`src/rtl/idex_hazard_reg.sv`:
```
// ID/EX pipeline register with load-use hazard detection, bubble insertion and a stall counter.
// Optional macro FWD_EN: forwarding present, so only load-use stalls; undefined stalls on any RAW.
module idex_hazard_reg (
  input  logic        clk,
  input  logic        rst_n,
  input  logic [15:0] instr_in,
  input  logic        valid_in,
  input  logic        rs_used_in,
  input  logic        rt_used_in,
  input  logic        reg_wrt_in,
  input  logic        mem_read_in,
  input  logic        mem_wrt_in,
  input  logic [2:0]  target_in,
  input  logic [4:0]  alu_op_in,
  input  logic [1:0]  alu_src_in,
  input  logic [15:0] rs_data_in,
  input  logic [15:0] rt_data_in,
  input  logic [15:0] imm_in,
  input  logic        flush,
  input  logic        mem_stall,
  output logic        stall_out,
  output logic [15:0] instr_reg,
  output logic        valid_reg,
  output logic        Reg_wrt_reg,
  output logic        Mem_read_reg,
  output logic        Mem_wrt_reg,
  output logic [2:0]  target_reg,
  output logic [4:0]  alu_op_reg,
  output logic [1:0]  alu_src_reg,
  output logic [15:0] rs_data_reg,
  output logic [15:0] rt_data_reg,
  output logic [15:0] imm_reg,
  output logic        fwd_possible_reg,
  output logic [15:0] stall_cycles
);

  localparam logic [15:0] NopInstr = 16'h0800;

  typedef struct packed {
    logic [15:0] instr;
    logic        valid;
    logic        reg_wrt;
    logic        mem_read;
    logic        mem_wrt;
    logic [2:0]  target;
    logic [4:0]  alu_op;
    logic [1:0]  alu_src;
    logic [15:0] rs_data;
    logic [15:0] rt_data;
    logic [15:0] imm;
  } ex_entry_t;

  // instr is the most significant field, so the NOP word lands in the top 16 bits.
  localparam ex_entry_t BubbleEntry =
      ex_entry_t'({NopInstr, {($bits(ex_entry_t) - 16){1'b0}}});

  ex_entry_t   ex_q, ex_d;
  logic        sh_valid_q, sh_valid_d;
  logic        sh_wrt_q, sh_wrt_d;
  logic [2:0]  sh_target_q, sh_target_d;
  logic [15:0] cnt_q, cnt_d;

  logic [2:0]  rs_idx, rt_idx;
  logic        hit_ex, hit_mem, hazard;
  ex_entry_t   in_entry;

  assign rs_idx = instr_in[10:8];
  assign rt_idx = instr_in[7:5];

  assign hit_ex = valid_in & ((rs_used_in & (rs_idx == ex_q.target)) |
                              (rt_used_in & (rt_idx == ex_q.target)));
  assign hit_mem = valid_in & ((rs_used_in & (rs_idx == sh_target_q)) |
                               (rt_used_in & (rt_idx == sh_target_q)));

`ifdef FWD_EN
  assign hazard = ex_q.valid & ex_q.reg_wrt & ex_q.mem_read & hit_ex;
`else
  assign hazard = (ex_q.valid & ex_q.reg_wrt & hit_ex) |
                  (sh_valid_q & sh_wrt_q & hit_mem);
`endif

  assign stall_out = rst_n & (mem_stall | (~flush & hazard));

  always_comb begin
    in_entry          = BubbleEntry;
    in_entry.instr    = instr_in;
    in_entry.valid    = 1'b1;
    in_entry.reg_wrt  = reg_wrt_in;
    in_entry.mem_read = mem_read_in;
    in_entry.mem_wrt  = mem_wrt_in;
    in_entry.target   = target_in;
    in_entry.alu_op   = alu_op_in;
    in_entry.alu_src  = alu_src_in;
    in_entry.rs_data  = rs_data_in;
    in_entry.rt_data  = rt_data_in;
    in_entry.imm      = imm_in;
  end

  always_comb begin
    ex_d        = ex_q;
    sh_valid_d  = sh_valid_q;
    sh_wrt_d    = sh_wrt_q;
    sh_target_d = sh_target_q;
    cnt_d       = cnt_q;
    if (!mem_stall) begin
      sh_valid_d  = ex_q.valid;
      sh_wrt_d    = ex_q.reg_wrt;
      sh_target_d = ex_q.target;
      if (flush) begin
        ex_d = BubbleEntry;
      end else if (hazard) begin
        ex_d = BubbleEntry;
        if (cnt_q != 16'hFFFF) begin
          cnt_d = cnt_q + 16'd1;
        end
      end else if (valid_in) begin
        ex_d = in_entry;
      end else begin
        ex_d = BubbleEntry;
      end
    end
  end

  always_ff @(posedge clk) begin
    if (!rst_n) begin
      ex_q        <= BubbleEntry;
      sh_valid_q  <= 1'b0;
      sh_wrt_q    <= 1'b0;
      sh_target_q <= 3'd0;
      cnt_q       <= 16'd0;
    end else begin
      ex_q        <= ex_d;
      sh_valid_q  <= sh_valid_d;
      sh_wrt_q    <= sh_wrt_d;
      sh_target_q <= sh_target_d;
      cnt_q       <= cnt_d;
    end
  end

`ifdef FWD_EN
  logic fwd_q, fwd_d;

  // A freshly issued valid entry is forwardable; bubbles never are.
  always_comb begin
    fwd_d = fwd_q;
    if (!mem_stall) begin
      fwd_d = ~flush & ~hazard & valid_in;
    end
  end

  always_ff @(posedge clk) begin
    if (!rst_n) begin
      fwd_q <= 1'b0;
    end else begin
      fwd_q <= fwd_d;
    end
  end

  assign fwd_possible_reg = fwd_q;
`else
  assign fwd_possible_reg = 1'b0;
`endif

  assign instr_reg    = ex_q.instr;
  assign valid_reg    = ex_q.valid;
  assign Reg_wrt_reg  = ex_q.reg_wrt;
  assign Mem_read_reg = ex_q.mem_read;
  assign Mem_wrt_reg  = ex_q.mem_wrt;
  assign target_reg   = ex_q.target;
  assign alu_op_reg   = ex_q.alu_op;
  assign alu_src_reg  = ex_q.alu_src;
  assign rs_data_reg  = ex_q.rs_data;
  assign rt_data_reg  = ex_q.rt_data;
  assign imm_reg      = ex_q.imm;
  assign stall_cycles = cnt_q;

endmodule
```
`config.mk`:
```
export PLATFORM = sky130hd
export DESIGN_NAME = idex_hazard_reg
export DESIGN_NICKNAME = d
export VERILOG_FILES = /design/src/rtl/idex_hazard_reg.sv
export SDC_FILE = /design/constraint.sdc
export NUM_CORES = 1
export LEC_CHECK = 0
export ABC_AREA = 1
export BUFFER_PORTS_ARGS = -buffer_cell sky130_fd_sc_hd__buf_4
export CORE_ASPECT_RATIO = 0.6
export CORE_MARGIN = 2
export CORE_UTILIZATION = 35
export DETAILED_ROUTE_END_ITERATION = 8
export PLACE_DENSITY = 0.57
export SLEW_MARGIN = 15
export SYNTH_ARGS = -nofsm -noshare
export SYNTH_HDL_FRONTEND = slang
export SYNTH_SLANG_ARGS = --single-unit
```
`constraint.sdc`:
```
create_clock -name clk -period 1.8 [get_ports clk]
set_clock_uncertainty 0.1 [all_clocks]
set_input_delay 0.36 -clock clk [delete_from_list [all_inputs] [get_ports clk]]
set_output_delay 0.36 -clock clk [all_outputs]
set_load 0.05 [all_outputs]
```
# == After elaboration in Yosys (flattened, before gate mapping) ==
# Cells that the tools add are included.
# classes
add_sub_neg,1
bitwise_logic,18
mux,3
reduce_logical,1
n_eq_ne,5
# ops
operator,n
$mux W78,3
$add A16 B1 Y16 const B,1
$ne A16 B16 Y1 const B,1
$and A1 B1 Y1,12
$eq A3 B3 Y1,4
$or A1 B1 Y1,4
$reduce_and A4 Y1,1
$not A1 Y1,2
# word_totals
in_bits,84
wordCells,43
out_inout_bits,96
regBits,99

# == Depth between registers and ports, before layout ==
# Gate-level depths: netlist of the first run.
# logic_depth
word_depth,9
depth_mapped,13
depth_no_buf,12

# == Least setup slack after synthesis of the first run ==
# No wires, ideal clock.
# synth_path
path_kind,register to output
start,"reg ex_q, in the netlist target_reg[0]"
end,out stall_out
slack_ps,-944
t_required_ps,1340
stages_incl_launch_ff,12
path_buffers,1
t_arrival_ps,2284
cell_sequence,dfxtp_1 > inv_1 > nand2_1 > nand2_1 > nor2_1 > nand2_1 > nand2_1 > nand2_2 > nand2_4 > clkbuf_4 > nand2_1 > a21oi_1
# synth_between
elab_chain_cells,9
word_cells_on_any_way,11
classes_between,eq/ne (2); bitwise (9)
# synth_rtl
element,line,text
from (decl),57,"ex_entry_t ex_q, ex_d;"
from (signal assigned),126,ex_q <= BubbleEntry;
$eq A3 B3 Y1 (on tied branches),"70, 71",
$and A1 B1 Y1 (on tied branches),"70, 71",
$or A1 B1 Y1 *,70,assign hit_ex = valid_in & ((rs_used_in & (rs_idx == ex_q.target)) |
$and A1 B1 Y1 *,70,
$and A1 B1 Y1 *,78,assign hazard = (ex_q.valid & ex_q.reg_wrt & hit_ex) |
$or A1 B1 Y1 *,78,
$and A1 B1 Y1 *,82,assign stall_out = rst_n & (mem_stall | (~flush & hazard));
$or A1 B1 Y1 *,82,
$and A1 B1 Y1 *,82,
to (decl),21,"output logic stall_out,"
# Every way passes the cells marked *; elsewhere a longest branch is shown, timed or not.

# == Worst setup path after layout of the first run ==
# layout_path
start,"reg ex_q, in the netlist target_reg[1]"
end,out stall_out
# The elaborated chain is that of the path after synthesis.

==> results of run 1 <==
worst min path at each step:
stage | startpoint | endpoint | slack (ns) | cells past startpoint
6_report | rst_n | instr_reg[11] | 0.16 | 2
2_1_floorplan | rst_n | instr_reg[11] | 0.34 | 1
5_1_grt | rst_n | instr_reg[11] | 0.15 | 2
3_3_place_gp | rs_data_reg[1] | rs_data_reg[1] | 0.35 | 2
3_5_place_dp | instr_reg[5] | instr_reg[5] | 0.36 | 2
4_1_cts | rst_n | instr_reg[11] | 0.15 | 2
placed cells by master, fill, tap and decap left out, types with 3 or more instances in the layout:
master / count
nor2_2: 3
dfxtp_1: 84
clkbuf_16: 10
buf_4: 198
a21oi_1: 64
xor2_1: 4
dfxtp_4: 6
nand3_2: 32
inv_2: 8
nand4_1: 17
a21oi_2: 32
buf_12: 6
nand3_1: 50
o21ai_0: 8
inv_1: 16
buf_6: 6
nand2_2: 8
nor2_1: 31
dfxtp_2: 9
nand2_1: 155
xnor2_1: 6
report_power, final:
group | leakage, uW | switching [uW] | internal [uW]
Combinational | 0.00174 | 417 | 275
Sequential | 0.000812 | 30.5 | 2230
Clock | 0.000172 | 858 | 1340
logic make-up (layout without fill, tap and decap cells):
family | after synthesis | count (layout) | share of synthesized area [%]
buf+inv | 67 | 253 | 7.04
xor+xnor | 10 | 10 | 1.92
flops | 99 | 99 | 43.6
fa+ha+maj | 1 | 1 | 0.275
compound gates | 107 | 107 | 14.6
other cells | 1 | 1 | 0.0824
simple gates | 302 | 303 | 32.6
cell type report:
| cell class | count | area (sq um) | area share [%] |
|---|---|---|---|
| inverter | 26 | 104 | 1.55 |
| sequential | 99 | 2020 | 30.1 |
| clock inverter | 5 | 80.1 | 1.20 |
| timing repair buffer | 211 | 1690 | 25.2 |
| tap | 170 | 213 | 3.18 |
| clock buffer | 11 | 264 | 3.95 |
| multi-input combinational | 422 | 2320 | 34.7 |
timing repair:
action,in CTS,in global routing
buffers inserted,4,3
pin swaps,6,6
gates resized for setup,13,17
gates cloned,1,1
setup endpoints to repair,17,93
per-stage QoR:
stage / setup WS [ns] / setup TNS (ns)
floorplan: -0.175 / -0.175
CTS: -0.260 / -0.260
detailed placement: -0.0955 / -4.41
global placement: -0.101 / -3.87
global route: -0.347 / -0.362
finish: -0.260 / -0.260
per-layer routing:
| layer | global-route usage (%) | share of wire, % | up-vias |
|---|---|---|---|
| met3 | 6.11 | 7.9 | 12 |
| li1 | - | - | 2305 |
| met4 | 3.66 | 0.89 | 0 |
| met5 | 0 | 0 | - |
| met1 | 30.2 | 49 | 2114 |
| met2 | 28.9 | 42 | 172 |
==> results.yml, run 1 <==
routing:
  drt-initial-drc-count: 211
  routed_wl_um: 14300
  viasPerCell: 4.88
  drc_errors: 0
  wl_per_cell_um: 15.1
  ant_nets: 0
  drt-pass1-iter-count: 5
  via_count: 4603
critical_path:
  worst-path-buf-inv: 2
  path_common_cell: "nand2_1"
  critPathCaptureType: "output pin"
  startpoint: "target_reg[1]"
  endpoint: "stall_out"
  cp.required_ns: 1.34
  worst_ep_arrival_time_ns: 1.60
  r2r-start: "target_reg[1]"
  worstRegToRegCells: 13
  cp.depth: 11
  reg2reg_to: "stall_cycles[11]"
  cpMaxStageDelayCell: "dfxtp_4"
  r2r_slack_ns: 0.09
  worstPathMaxFanout: 7
  critical_path.top_delay_family: "simple AND/OR/NAND/NOR gates"
  crit_chain: "inv_2, nand2_1, nand2_1, nor2_2, nand2_1, nand2_2, nand2_2, nand2_4, nand2_4, a21oi_4, buf_8"
  slowest_delay_ns: 0.40
  worstSetupStartpointType: "register"
  critPathKind: "reg -> out"
timing:
  max_freq_mhz: 485
  finalMaxSlewViolations: 0
  period_minus_slack_ns: 2.06
  min_period_over_period_pct: 114
  timing.final.hold_violations: 0
  finalSetupViolCount: 1
  setup_ws_ns: -0.260
  worst_pin_slew_ns: 0.687
  rsz0062_at_grt: "yes"
  hold_ws_ns: 0.160
  slew_headroom_pct: 54.2
grt:
  grt_pass1_vias: 4388
  grt_pass1_wl_um: 22300
  grt_max_degree: 94
  gr-total-overflow: 0
  grt_antenna_before_repair: 0
  groute.usage.overall_pct: 20.3
logic_synthesis:
  synth_area_leaders: "dfxtp_1 (44%), nand2_1 (13%), a21oi_1 (7.3%)"
  ys_seq_elements: 99
  ys_seq_area_share_pct: 43.6
  synth_cells: 587
  synth_top_area_share_pct: 43.6
  yosysMostFrequentCell: "nand2_1"
  syn-cell-area_sq_mm: 0.00455
  synth.avg_cell_area_sq_um: 7.75
  syn-num-nets: 672
  async_flop_share_pct: 0
  synth.distinct_cells: 29
  synth-edff-count: 0
  yosys.area.top_type: "dfxtp_1"
  yosys-top-cells-count: "nand2_1 (163), dfxtp_1 (99), a21oi_1 (66)"
  yosys_warnings: 0
  synth_ff_type: "dfxtp_1"
floorplanning:
  dieArea_sq_mm: 0.0140
  die_w_um: 151
  core_sq_mm: 0.0128
  start_util_pct: 35.6
  row_count: 32
  io_pins: 180
  die_y_um: 92.3
layout:
  utilization_pct: 52.4
  fill_cells: 1190
  final_area_sq_mm: 0.00669
  finish.net_count: 854
  drive_gt1_share_pct: 43.5
  areaGrowthSynthToFinish_pct: 47.0
  final_cells: 944
  diodes: 0
worst_hold_path:
  holdCritPathClass: "in -> reg"
clock_network:
  cts_sinks: 99
  cts_tree: "done"
  clk_pin_slew_ns: 0.07
  cts-root-buf: "clkbuf_16"
  clk_latency_ns: 0.34
  cts_max_level: 3
  clock_path_buffers: 2
  cts-hold-fix-buffers: 0
  numCtsBuffers: 9
place:
  placed_cell_area_sq_mm: 0.00620
  portBuffers: 178
  hpwl_um: 10200
  place.gp.congestion: 0.849
  post-place-cells: 920
flow_run:
  cap_violations: 0
run_status:
  status: "finished with violations"
  violations: "setup timing"
power_and_ir_drop:
  total_power_uw: 5160
  vdd_ir_drop_max_v: 0.000413
  power.density_mw_per_mm2: 771
  leakage_uw: 0.00272
Note: power is estimated with default switching activity, not from simulation.
==> run 2, diff against run 1 <==
CORE_ASPECT_RATIO = unset   (was 0.6)
SLEW_MARGIN = 20   (was 15)
==> results.yml, run 2 (synthesis results as in run 1) <==
clock_network:
  cts_max_level: 3
  cts_sinks: 99
  clock_path_buffers: 2
  cts_tree: "done"
  numCtsBuffers: 9
  clk_latency_ns: 0.35
  cts-root-buf: "clkbuf_16"
  cts-hold-fix-buffers: 0
  clk_pin_slew_ns: 0.07
layout:
  diodes: 0
  multi_input_area_sq_mm: 0.00288
  layout_common_cells: "buf_4 (194), nand2_1 (148), dfxtp_1 (83), a21oi_2 (62), nand3_2 (49)"
  fill_cells: 1135
  layout_commonest_cell: "buf_4"
  utilization_pct: 58.8
  finish.net_count: 862
  drive_gt1_share_pct: 54.0
  regArea_sq_mm: 0.00201
  final_area_sq_mm: 0.00745
  areaGrowthSynthToFinish_pct: 63.8
power_and_ir_drop:
  leakage_uw: 0.00286
  vdd_ir_drop_max_v: 0.000353
  power.density_mw_per_mm2: 664
timing:
  finalMaxSlewViolations: 0
  max_freq_mhz: 487
  setup_ws_ns: -0.253
  timing.final.hold_violations: 0
  worst_pin_slew_ns: 0.617
  slew_headroom_pct: 58.8
  min_period_over_period_pct: 114
  finalSetupViolCount: 83
  period_minus_slack_ns: 2.05
  rsz0062_at_grt: "yes"
place:
  hpwl_um: 9010
  place.gp.congestion: 0.843
  portBuffers: 178
  placed_cell_area_sq_mm: 0.00617
  dp_slack_ns: -0.109
routing:
  wl_per_cell_um: 15.5
  ant_nets: 0
  viasPerCell: 4.90
  drc_errors: 0
  routed_wl_um: 14800
  via_count: 4679
  drt-pass1-iter-count: 4
  drt-initial-drc-count: 301
grt:
  gr-total-overflow: 0
  grt_pass1_vias: 4321
  grt_pass1_wl_um: 21600
  grt_antenna_before_repair: 0
  groute.usage.overall_pct: 19.0
  grt_max_degree: 94
critical_path:
  worstPathMaxFanout: 6
  worstSetupStartpointType: "register"
  path_common_cell: "nand2_1"
  cpMaxStageDelayCell: "dfxtp_4"
  critPathKind: "reg -> out"
  worst-path-buf-inv: 2
  worst_ep_arrival_time_ns: 1.59
  critPathCaptureType: "output pin"
  critical_path.top_delay_family: "simple AND/OR/NAND/NOR gates"
  crit_chain: "inv_2, nand2_2, nand2_1, nor2_1, nand2_1, nand2_1, nand2_2, nand2_4, nand2_4, a21oi_4, buf_8"
  cp.required_ns: 1.34
  slowest_delay_ns: 0.38
floorplanning:
  row_count: 41
  start_util_pct: 35.9
  io_pins: 180
  dieArea_sq_mm: 0.0139
  die_y_um: 118
  die_w_um: 118
  core_sq_mm: 0.0127
run_status:
  status: "finished with violations"
  violations: "setup timing"
worst_hold_path:
  holdCritPathClass: "in -> reg"
flow_run:
  cap_violations: 0
## run 2: cell types whose count changed in the layout (fill, tap and decap cells not counted), moves of 7 or more
cell,previous run,this run
a21oi_1,64,34
nand3_4,2,29
nand3_2,32,49
a21oi_2,32,62
nand2_1,155,148
nand3_1,50,6
## run 2: layout make-up
class | count | share of cell area, %
Clock buffer | 12 | 3.17
Timing Repair inverter | 1 | 0.218
Inverter | 26 | 1.53
Multi-Input combinational cell | 422 | 38.7
Clock inverter | 4 | 0.672
Tap cell | 172 | 2.89
Timing Repair Buffer | 218 | 25.8
Sequential cell | 99 | 27.0
## run 2: per-layer routing
layer / GRT usage, % / share of wire (%) / up-vias
met2: 30.5 / 49 / 120
met1: 24.4 / 43 / 2210
li1: - / - / 2335
met5: 0 / 0 / -
met3: 5.96 / 6.4 / 14
met4: 6.17 / 1.2 / 0
## run 2: worst paths after layout
path | cells past startpoint | slack [ns] | start | end
worst max-delay path | 11 | -0.25 | target_reg[1] | stall_out
worst max register to register | 15 | -0.11 | target_reg[1] | rs_data_reg[15]
worst min-delay path | 2 | 0.15 | rst_n | instr_reg[11]
worst min register to register | 2 | 0.36 | alu_op_reg[3] | alu_op_reg[3]
## run 2: repair_timing
item                                    in CTS  in global routing
hold endpoints to repair                     0                  0
gates resized for setup                     11                135
pin swaps                                    6                 19
endpoints found under the setup margin      17                 90
gates cloned                                 1                 11
setup buffers                                4                  6
## run 2: stage by stage
step	std cells	hold slack [ns]	setup TNS (ns)	power (uW)
2_1_floorplan	587	0.340	-0.175	2680
3_3_place_gp	916	0.353	-1.78	2970
3_5_place_dp	916	0.356	-3.74	2970
4_1_cts	937	0.144	-0.240	4910
5_1_grt	954	0.150	-13.04	5170
6_report	954	0.152	-5.61	4950
## run 2: power breakdown
group          switching, uW  internal, uW
combinational            461           295
clock                    851          1080
sequential              29.6          2230
==> run 3, diff against run 2 <==
SETUP_SLACK_MARGIN = 0.5   (was unset)
==> results.yml, run 3 (synthesis results as in run 1) <==
timing:
  period_minus_slack_ns: 2.04
  finalMaxSlewViolations: 0
  min_period_over_period_pct: 113
  max_freq_mhz: 490
  finalSetupTns_ns: -14.85
  setup_ws_ns: -0.240
  timing.final.hold_violations: 0
  hold_ws_ns: 0.152
  rsz0062_at_grt: "yes"
  finalSetupViolCount: 94
critical_path:
  slowest_delay_ns: 0.37
  crit_chain: "inv_2, nand2_1, nand2_1, nor2_2, nand2_1, nand2_2, nand2_2, nand2_4, nand2_4, a21oi_4, buf_8"
  worst_ep_arrival_time_ns: 1.58
  worstPathMaxFanout: 4
  r2r-start: "target_reg[0]"
  critPathKind: "reg -> out"
  worstSetupStartpointType: "register"
  startpoint: "target_reg[0]"
  critPathCaptureType: "output pin"
  critical_path.top_delay_family: "simple AND/OR/NAND/NOR gates"
  cp.required_ns: 1.34
  path_common_cell: "nand2_1"
  cpMaxStageDelayCell: "dfxtp_4"
  worst-path-buf-inv: 2
grt:
  gr-total-overflow: 0
  grt_pass1_wl_um: 24700
  grt_max_degree: 62
  groute.usage.overall_pct: 22.0
  grt_antenna_before_repair: 0
  grt_pass1_vias: 4814
layout:
  areaGrowthSynthToFinish_pct: 89.2
  drive_gt1_share_pct: 67.2
  final_cells: 984
  finish.net_count: 892
  fill_cells: 1000
  final_area_sq_mm: 0.00861
  diodes: 0
  layout_commonest_cell: "nand2_1"
  layout_common_cells: "nand2_1 (145), buf_4 (118), buf_8 (98), dfxtp_2 (75), a21oi_2 (71)"
clock_network:
  numCtsBuffers: 9
  clk_pin_slew_ns: 0.07
  cts_tree: "done"
  cts_max_level: 3
  cts_sinks: 99
  cts-root-buf: "clkbuf_16"
  clock_path_buffers: 2
  clk_latency_ns: 0.35
power_and_ir_drop:
  intPower_uw: 3560
  seq_power_share_pct: 46.0
  total_power_uw: 4920
  power.density_mw_per_mm2: 571
  vdd_ir_drop_max_v: 0.000597
  leakage_uw: 0.00327
  share_clk_of_total_power_pct: 37.0
  p_comb_share_pct: 17.0
  swShare_pct: 27.7
  power_switching_uw: 1360
floorplanning:
  row_count: 41
  dieArea_sq_mm: 0.0139
  core_sq_mm: 0.0127
  io_pins: 180
  start_util_pct: 35.9
  die_y_um: 118
  die_w_um: 118
routing:
  drt-met1-wl_um: 6330
  drt-initial-drc-count: 234
  dr.max_layer_used: "met4"
  via_count: 4852
  drt-pass1-iter-count: 4
  routed_wl_um: 15500
  ant_nets: 0
  viasPerCell: 4.93
  drc_errors: 0
  wl_met2_um: 7670
  wl_per_cell_um: 15.7
  met3_length_um: 1110
place:
  hpwl_um: 9410
  portBuffers: 178
  place.gp.congestion: 0.843
  placed_cell_area_sq_mm: 0.00637
  post-place-cells: 919
run_status:
  status: "finished with violations"
  violations: "setup timing"
worst_hold_path:
  hold_start: "rst_n"
  holdCritPathClass: "in -> reg"
flow_run:
  cap_violations: 0
[run 3: changes by cell type in the layout (fill, tap and decap cells not counted), sizes merged]
cell    delta
buf       +37
clkbuf     -8
bufinv     -1
clkinv     +1
inv        +1
[run 3: final timing paths]
path / to / slack, ns / depth (start not counted)
worst max-delay path: stall_out / -0.24 / 11
worst min-delay path: instr_reg[11] / 0.15 / 2
worst max register to register: target_reg[0] / -0.23 / 17
worst min register to register: instr_reg[3] / 0.38 / 2
[run 3: layout make-up]
type                            count  area (sq um)  share of cell area, %
Sequential cell                    99          2150                   25.0
Clock inverter                      5          28.8                  0.334
Inverter                           26           118                   1.37
Multi-Input combinational cell    422          2870                   33.3
Timing Repair inverter              1          20.0                  0.232
Timing Repair Buffer              248          2960                   34.4
Clock buffer                       11           243                   2.82
Tap cell                          172           215                   2.50
[run 3: metal layers]
metal	track usage, %	vias to the layer above
li1	-	2395
met1	26.0	2288
met2	36.1	143
met3	9.21	26
met4	7.08	0
met5	0	-
[run 3: metrics by stage]
step | setup slack, ns | utilization [%]
2_1_floorplan | -0.170 | -
3_3_place_gp | -0.0979 | 50.2
3_5_place_dp | -0.155 | 50.2
4_1_cts | -0.255 | 64.6
5_1_grt | -0.352 | 68.0
6_report | -0.240 | 68.0
[run 3: power by group through the flow]
stage / clock network [uW] / registers (uW) / logic (uW)
floorplan: 0 / 2450 / 234
global placement: 0 / 2310 / 678
detailed placement: 0 / 2310 / 685
CTS: 1880 / 2260 / 787
global route: 1980 / 2260 / 886
finish: 1820 / 2260 / 837
[run 3: timing repair]
action,4_1_cts,5_1_grt
hold buffers,0,0
buffers inserted,28,13
pin swaps,16,24
hold endpoints to repair,0,0
setup endpoints to repair,189,189
cloned,8,0
gates resized for setup,357,71
